$ cat src/rtl/mem_pkg.sv
// Shared data-memory definitions: geometry, response-select encoding and the
// address-error status code shared with the status logic.
package mem_pkg;
  localparam int N     = 64;
  localparam int DEPTH = 1024;
  localparam int AW    = $clog2(DEPTH);

  typedef enum logic [1:0] {
    RSP_NONE = 2'd0,
    RSP_I    = 2'd1,
    RSP_D    = 2'd2
  } rsp_sel_e;

  localparam logic [2:0] STAT_ADR = 3'd3;
endpackage

$ cat src/rtl/dmem_addr_check.sv
// Range check for a word address against the memory depth; any bit above the
// array index makes the access an ADR error.
module dmem_addr_check
  import mem_pkg::*;
(
  input  logic [N-1:0]  addr,
  output logic          in_range,
  output logic [AW-1:0] mem_addr
);
  assign in_range = ~|addr[N-1:AW];
  assign mem_addr = addr[AW-1:0];
endmodule

$ cat src/rtl/dmem_arbiter.sv
// Two-port arbiter for the single-ported data memory: D port has priority,
// a streak counter bounds how long a waiting I port can be starved.
module dmem_arbiter
  import mem_pkg::*;
#(
  parameter int MAX_STREAK = 3
) (
  input  logic          clk,
  input  logic          rst,
  input  logic          i_req,
  input  logic [N-1:0]  i_addr,
  output logic          i_gnt,
  output logic          i_rsp,
  output logic [N-1:0]  i_rdata,
  output logic          i_err,
  input  logic          d_req,
  input  logic          d_we,
  input  logic [N-1:0]  d_addr,
  input  logic [N-1:0]  d_wdata,
  output logic          d_gnt,
  output logic          d_rsp,
  output logic [N-1:0]  d_rdata,
  output logic          d_err,
  output logic          mem_en,
  output logic          mem_we,
  output logic [AW-1:0] mem_addr,
  output logic [N-1:0]  mem_wdata,
  input  logic [N-1:0]  mem_rdata
);
  localparam int SW = $clog2(MAX_STREAK + 1);

  logic [SW-1:0] streak_q, streak_d;
  rsp_sel_e      rsp_sel_q, rsp_sel_d;
  logic          err_q, err_d;
  logic          wr_q, wr_d;
  logic          any_gnt, g_we, in_range;
  logic [N-1:0]  g_addr, rd;

  dmem_addr_check u_chk (
    .addr     (g_addr),
    .in_range (in_range),
    .mem_addr (mem_addr)
  );

  always_comb begin
    d_gnt = 1'b0;
    i_gnt = 1'b0;
    if (!rst) begin
      if (d_req && !(i_req && streak_q == SW'(MAX_STREAK))) d_gnt = 1'b1;
      else if (i_req)                                       i_gnt = 1'b1;
    end
    any_gnt   = d_gnt | i_gnt;
    g_addr    = d_gnt ? d_addr : i_addr;
    g_we      = d_gnt & d_we;
    // Out-of-range accesses never reach the array, so stores there are dropped.
    mem_en    = any_gnt & in_range;
    mem_we    = mem_en & g_we;
    mem_wdata = d_wdata;

    streak_d = streak_q;
    if (!i_req || i_gnt)                                streak_d = '0;
    else if (d_gnt && streak_q != SW'(MAX_STREAK))      streak_d = streak_q + 1'b1;

    rsp_sel_d = d_gnt ? RSP_D : (i_gnt ? RSP_I : RSP_NONE);
    err_d     = any_gnt & ~in_range;
    wr_d      = g_we;
  end

  always_ff @(posedge clk) begin
    if (rst) begin
      streak_q  <= '0;
      rsp_sel_q <= RSP_NONE;
      err_q     <= 1'b0;
      wr_q      <= 1'b0;
    end else begin
      streak_q  <= streak_d;
      rsp_sel_q <= rsp_sel_d;
      err_q     <= err_d;
      wr_q      <= wr_d;
    end
  end

  always_comb begin
    rd      = (!err_q && !wr_q) ? mem_rdata : '0;
    i_rsp   = (rsp_sel_q == RSP_I);
    d_rsp   = (rsp_sel_q == RSP_D);
    i_err   = i_rsp & err_q;
    d_err   = d_rsp & err_q;
    i_rdata = i_rsp ? rd : '0;
    d_rdata = d_rsp ? rd : '0;
  end
endmodule
$ cat config.mk
export PLATFORM = sky130hd
export DESIGN_NAME = dmem_arbiter
export DESIGN_NICKNAME = d
export VERILOG_FILES = /design/src/rtl/mem_pkg.sv /design/src/rtl/dmem_addr_check.sv /design/src/rtl/dmem_arbiter.sv
export SDC_FILE = /design/constraint.sdc
export NUM_CORES = 1
export LEC_CHECK = 0
export BUFFER_PORTS_ARGS = -buffer_cell sky130_fd_sc_hd__clkbuf_2
export CAP_MARGIN = 20
export CORE_AREA = 8 8 179 181
export CTS_BUF_LIST = sky130_fd_sc_hd__clkbuf_4 sky130_fd_sc_hd__clkbuf_8
export DETAILED_ROUTE_END_ITERATION = 8
export DIE_AREA = 0 0 187 189
export GPL_TIMING_DRIVEN = 1
export PLACE_DENSITY = 0.46
export SYNTH_ARGS = -nofsm -noshare
export SYNTH_HDL_FRONTEND = slang
export SYNTH_HIERARCHICAL = 1
export SYNTH_SLANG_ARGS = --single-unit
$ cat constraint.sdc
create_clock -name clk -period 2.9 [get_ports clk]
set_clock_uncertainty 0.2 [all_clocks]
set_input_delay 0.145 -clock clk [delete_from_list [all_inputs] [get_ports clk]]
set_output_delay 0.145 -clock clk [all_outputs]
set_load 0.05 [all_outputs]
## Word level (Yosys, flattened, before mapping)

Cells that the tools add are included.

- Register bits after elaboration: 6
- Input port bits: 261
- Output and inout bits: 210
- Logic and storage cells: 41

- $add $sub $neg: 1
- Eq/ne operators: 4
- Multiplexer cells: 11
- Bitwise operators: 7
- Reductions and logical operators: 13

Operators with widths:

| cell | count |
|---|---|
| 64-bit two-way mux | 4 |
| 54-bit OR reduction | 1 |
| 1-bit AND | 6 |
| 1-bit two-way mux | 6 |
| 1-bit logical NOT | 5 |
| 2-bit equality test (second input constant) | 2 |
| 1-bit logical AND | 4 |
| 2-bit OR reduction | 2 |
| 2-bit by 1-bit adder with 2-bit output (second input constant) | 1 |
| 2-bit by 1-bit equality test with 1-bit output (second input constant) | 1 |
| 2-bit two-way mux | 1 |
| 2-bit inequality test (second input constant) | 1 |
| 1-bit logical OR | 1 |
| 1-bit bitwise OR | 1 |

## Longest topological paths before layout

- Word-level depth: 11
- Gate-level depth with buffers: 11
- Depth with buffers taken out: 9

## Cells and area by module

The synthesis kept the hierarchy.

Modules (own cells, without submodules):

| module | times used | cells each | area an instance (um^2) | sequential area each (um^2) |
|---|---|---|---|---|
| dmem_arbiter | 1 | 305 | 2,413.6 | 120.1 |
| dmem_addr_check | 1 | 29 | 201.4 | 0.0 |

## Worst setup path after synthesis

OpenSTA, ideal clock, no wires.

- Kind: register to output
- From: register streak_q[0]
- To: output port mem_we
- Data arrival time: 3.101 ns
- Data required time: 2.555 ns
- Slack: -0.546 ns
- Stages on the path, launching flop included: 12
- Buffers on the path: 2
- Cells stage by stage: dfxtp_1 ha_1 nand2_1 nand2_2 buf_6 buf_6 mux2_1 nor4_1 nand4_1 nor4_2 inv_1 nor3_1

- Longest elaborated chain between the ends: 11
- Elaborated cells on any way between the ends: 15
- Those cells by class: eq/ne (1); mux (5); bitwise (4); reduce/logical (5)

Ends and longest elaborated chain:

| what | RTL line | source |
|---|---|---|
| start: declaration | dmem_arbiter.sv:32 | `logic [SW-1:0] streak_q, streak_d;` |
| start signal: assignment | dmem_arbiter.sv:76 | `streak_q <= streak_d;` |
| 2-bit equality test | dmem_arbiter.sv:49 | `if (d_req && !(i_req && streak_q == SW'(MAX_STREAK))) d_gnt = 1'b1;` |
| 1-bit logical AND | dmem_arbiter.sv:49 |  |
| 1-bit logical NOT | dmem_arbiter.sv:49 |  |
| 1-bit logical AND | dmem_arbiter.sv:49 |  |
| 1-bit two-way mux | dmem_arbiter.sv:49 |  |
| 1-bit two-way mux | dmem_arbiter.sv:48 | `if (!rst) begin` |
| 64-bit two-way mux | dmem_arbiter.sv:53 | `g_addr = d_gnt ? d_addr : i_addr;` |
| named net g_addr[55] | dmem_arbiter.sv:37 | `logic [N-1:0] g_addr, rd;` |
| 54-bit OR reduction | dmem_addr_check.sv:10 | `assign in_range = ~\|addr[N-1:AW];` |
| 1-bit logical NOT | dmem_addr_check.sv:10 |  |
| named net in_range | dmem_arbiter.sv:36 | `logic any_gnt, g_we, in_range;` |
| 1-bit AND | dmem_arbiter.sv:56 | `mem_en = any_gnt & in_range;` |
| 1-bit AND | dmem_arbiter.sv:57 | `mem_we = mem_en & g_we;` |
| end: declaration | dmem_arbiter.sv:25 | `output logic mem_we,` |

The timed path passes the listed nets, and every way through them passes these cells.

## Final worst setup path

- From: register streak_q[0]
- To: output port mem_en

- Longest elaborated chain between the ends: 10
- Elaborated cells on any way between the ends: 13
- Those cells by class: eq/ne (1); mux (5); bitwise (2); reduce/logical (5)

Ends and longest elaborated chain:

| what | RTL line | source |
|---|---|---|
| 2-bit equality test | dmem_arbiter.sv:49 |  |
| 1-bit logical AND | dmem_arbiter.sv:49 |  |
| 1-bit logical NOT | dmem_arbiter.sv:49 |  |
| 1-bit logical AND | dmem_arbiter.sv:49 |  |
| 1-bit two-way mux | dmem_arbiter.sv:49 |  |
| 1-bit two-way mux | dmem_arbiter.sv:48 |  |
| 64-bit two-way mux | dmem_arbiter.sv:53 |  |
| named net g_addr[26] | dmem_arbiter.sv:37 |  |
| 54-bit OR reduction | dmem_addr_check.sv:10 |  |
| 1-bit logical NOT | dmem_addr_check.sv:10 |  |
| named net in_range | dmem_arbiter.sv:36 |  |
| 1-bit AND | dmem_arbiter.sv:56 |  |
| end: declaration | dmem_arbiter.sv:24 | `output logic mem_en,` |

The timed path passes the listed nets, and every way through them passes these cells.

==> out/metrics.sh <==
ANT_NETS=0
GRT_FIRST_PASS_WIRELENGTH_MM=21.6
TRITONCTS.NUM_BUFFERS=3
FINAL_UTIL=0.162
MAX-VDD-IR-DROP_uV=92.7
TIMING.MAX_SLEW.REL_SLACK=0.634
WORST_PATH_LARGEST_CELL_DELAY_PS=340
DIEWIDTH_UM=187
FINAL_HOLD_VIOL_COUNT=0
YS_SEQ_ELEMENTS=6
WORSTPATHREQUIRED_PS=2560
TIMING.FINAL.MAX_SLEW_VIOLATIONS=0
DRT-INITIAL-DRC-COUNT=34
MAX_CLOCK_FREQ_GHz=0.310
HPWL_MM=13.2
CORE_MM2=0.0292
WORST_SETUP_PATH_START_KIND='flip-flop'
TIMING.REG2REG.SETUP_SLACK_PS=20
GRTUSAGETOTAL=0.0768
TIMING.CRITICAL_PATH.SLOWEST_STAGE_CELL='sky130_fd_sc_hd__nor4_2'
WORST_SETUP_HOLD_PATH_CLK_SLEW_PS=40
GLOBALPLACE.CONGESTION=0.762
WIRE_PER_INST_UM=14.9
SYNTHDISTINCTLIBCELLS=25
TOTAL_OF_MAX_CAP_VIOLATIONS=0
FLOORPLAN.DIE_AREA_MM2=0.0353
WIRELENGTH_MM=15.1
INITIAL_CORE_UTILIZATION=0.0894
ROUTE.TOP_LAYER_USED='met5'
FIN_NETS=885
RSZ0062_AT_GRT='true'
FIN_HOLD_WS_PS=64.6
SYNTH.AVG_CELL_AREA_UM2=7.83
WIRELENGTH_MET1_MM=5.11
GRT_PASS1_VIAS=3782
PORT_BUFFERS=342
WORST-SLEW-PIN-TRANSITION_PS=549
STD_CELL_ROWS=63
WORST_SETUP_PATH_END_KIND='primary output'
DPL_WORST_SLACK_PS=-141
SYNTHESIS.INSTANCES=334
CP_CELL_SEQUENCE='ha_4 -> nand2_4 -> nand2_8 -> buf_12 -> buf_16 -> mux2_4 -> nor4_2 -> buf_4 -> nand4_1 -> nor4_2 -> inv_1 -> nor2_2 -> buf_12'
LAYOUT-DRIVE-GT1-SHARE=0.734
DR_TOTAL_VIAS=3376
POST_SYNTHESIS_CELL_AREA_MM2=0.00262
SYNTHESIS.YOSYS.WARNINGS=6
WL_MET2_MM=7.19
FINAL_PERIOD_MINUS_WORST_SETUP_SLACK_PS=3230
POSTLAYOUTSETUPSLACKWORST_PS=-328
TRITONCTS='built'
FINALPOWER_mW=0.858
CTS_SINKS=6
NUMBER_OF_ANTENNA_VIOLATIONS_AT_THE_FIRST_CHECK_IN_GLOBAL_ROUTING=1
DIE_HEIGHT_UM=189
WORSTSETUPPATHTYPE='reg -> out'
POST_SYNTH_NET_TOTAL=596
TIMING.CRITICAL_PATH.ARRIVAL_PS=2880
CLOCK_TREE.HTREE_LEVEL_COUNT=1
POWER_PER_CELL_AREA_mW_PER_MM2=181
DESIGN.PORTCOUNT=471
HOLD_PATH.CLASS='in -> reg'
MAXIMUM_NUMBER_OF_PINS_ON_ONE_NET_BEFORE_GLOBAL_ROUTE_REPAIR=65
SETUP_VIOL_COUNT_FINAL=2
INSERTION_DELAY_PS=220
SYN2LAYOUT_AREA_GROWTH_PCT=81.4
ROOT_BUFFER='sky130_fd_sc_hd__clkbuf_8'
FINAL_WORST_PATH_CYCLE_SHARE=1.11
VIOLATIONS='negative setup slack'
RUN_STATUS='complete, but fails checks'
ROUTED_VIA_DENSITY=3.34
CP_MAX_FO=12
DETAILEDROUTE.FIRSTPASSITERATIONCOUNT=4
MET3ROUTEDLENGTH_MM=2.68
CTS_MAX_PATH_BUFFERS=2
GRT_OVERFLOW=0
TOTAL_LEAKAGE_POWER_nW=2.58
REMAINING_DRC_ERRORS=0
PART_OF_THE_YOSYS_AREA_USED_FOR_SEQUENTIAL_ELEMENTS=0.0459
## power breakdown
part	internal [mW]	switching, mW
logic	0.268	0.374
clock network	0.0891	0.0353
registers	0.0867	0.00490
total	0.444	0.414
## registers in the layout, indices dropped and copies added (netlist names)
signal and count:
err_q 1, rsp_sel_q 2, streak_q 2, wr_q 1
## synthesized netlist by cell type
master / count / area, um2
sky130_fd_sc_hd__mux2_2: 50 / 563
sky130_fd_sc_hd__and4b_1: 1 / 10.0
sky130_fd_sc_hd__nor2b_2: 2 / 17.5
sky130_fd_sc_hd__nand2_2: 1 / 6.26
sky130_fd_sc_hd__nor4bb_1: 1 / 10.0
sky130_fd_sc_hd__buf_4: 74 / 556
sky130_fd_sc_hd__dfxtp_1: 6 / 120
sky130_fd_sc_hd__inv_1: 4 / 15.0
sky130_fd_sc_hd__nor4_1: 12 / 75.1
sky130_fd_sc_hd__and2b_1: 1 / 7.51
sky130_fd_sc_hd__nand4_1: 3 / 18.8
sky130_fd_sc_hd__nor3b_4: 2 / 37.5
sky130_fd_sc_hd__nor3b_1: 2 / 15.0
sky130_fd_sc_hd__nor2_1: 4 / 15.0
sky130_fd_sc_hd__clkbuf_2: 12 / 60.1
sky130_fd_sc_hd__buf_2: 4 / 20.0
sky130_fd_sc_hd__and2_1: 130 / 813
sky130_fd_sc_hd__nor3_1: 1 / 5.00
sky130_fd_sc_hd__o21bai_1: 1 / 7.51
sky130_fd_sc_hd__mux2_1: 14 / 158
sky130_fd_sc_hd__buf_6: 3 / 33.8
sky130_fd_sc_hd__nor2b_1: 1 / 6.26
sky130_fd_sc_hd__nor4_2: 2 / 25.0
sky130_fd_sc_hd__ha_1: 1 / 12.5
sky130_fd_sc_hd__nand2_1: 2 / 7.51
## layout make-up
| type | instances | area [um2] |
|---|---|---|
| multi-input cells | 231 | 1970 |
| well taps | 390 | 488 |
| fillers | 3340 | 24500 |
| clock buffers | 3 | 41.3 |
| repair buffers | 377 | 2100 |
| inverters | 4 | 15.0 |
| diodes | 1 | 2.50 |
| flip-flops and latches | 6 | 123 |
## through the flow
step	instances	TNS (ps)	instance area (um2)
detailed placement	992	-219	4340
global route	1012	-1000	4740
floorplan	334	-263	2620
global placement	992	-95.2	4340
CTS	1006	-426	4600
finish	1012	-635	4740
## worst max-delay path: cells and delay by family (launching register included)
| kind | cells | cell delay [ps] |
|---|---|---|
| buf+inv | 5 | 760 |
| simple gates | 6 | 1110 |
| flops | 1 | 320 |
| fa+ha+maj | 1 | 160 |
| mux | 1 | 310 |
## cells by family (layout without fill, tap and decap cells)
logic type                 Yosys count  after routing  share of synthesized area
and+or+nand+nor                    165            165                      0.409
muxes                               64             64                      0.276
DFF                                  6              6                     0.0459
buffers and inverters               97            384                      0.262
other                                0              1                          0
AOI/OAI and AO/OA                    1              1                    0.00287
adders and majority gates            1              1                    0.00478
## final timing paths
path                                                 end  cells after the start                     start
worst max register to register          err_q$_SDFF_PP0_                     14  streak_q[0]$_SDFFE_PP0P_
worst min register to register  streak_q[0]$_SDFFE_PP0P_                      1  streak_q[0]$_SDFFE_PP0P_
worst min-delay path            streak_q[0]$_SDFFE_PP0P_                      2                     i_req
worst max-delay path                              mem_en                     13  streak_q[0]$_SDFFE_PP0P_
## cell usage in the layout, fill, tap and decap left out, drive strengths merged
cell type / n
ha: 1
and2b: 1
clkbuf: 344
nand2: 3
nor4bb: 1
nor2: 4
nor2b: 3
o21bai: 1
inv: 4
mux2: 64
buf: 35
dfxtp: 6
and4b: 1
and2: 130
diode: 1
nor4: 14
nand4: 3
nor3b: 4
nor3: 1
dlygate4sd3: 1
## per-layer routing
layer  track usage  vias up
li1              -     1597
met1        0.0703     1425
met2         0.134      348
met3        0.0594        4
met4        0.0122        2
met5        0.0170        -
## timing repair
action                                 4_1_cts  5_1_grt
pin swaps                                    8        3
cloned                                       1        1
hold buffers                                 1        0
setup endpoints to repair                    2        3
resized for setup                           27       17
endpoints found under the hold margin        1        0
setup buffers                                9        4
Power figures use the tool's default switching activity.
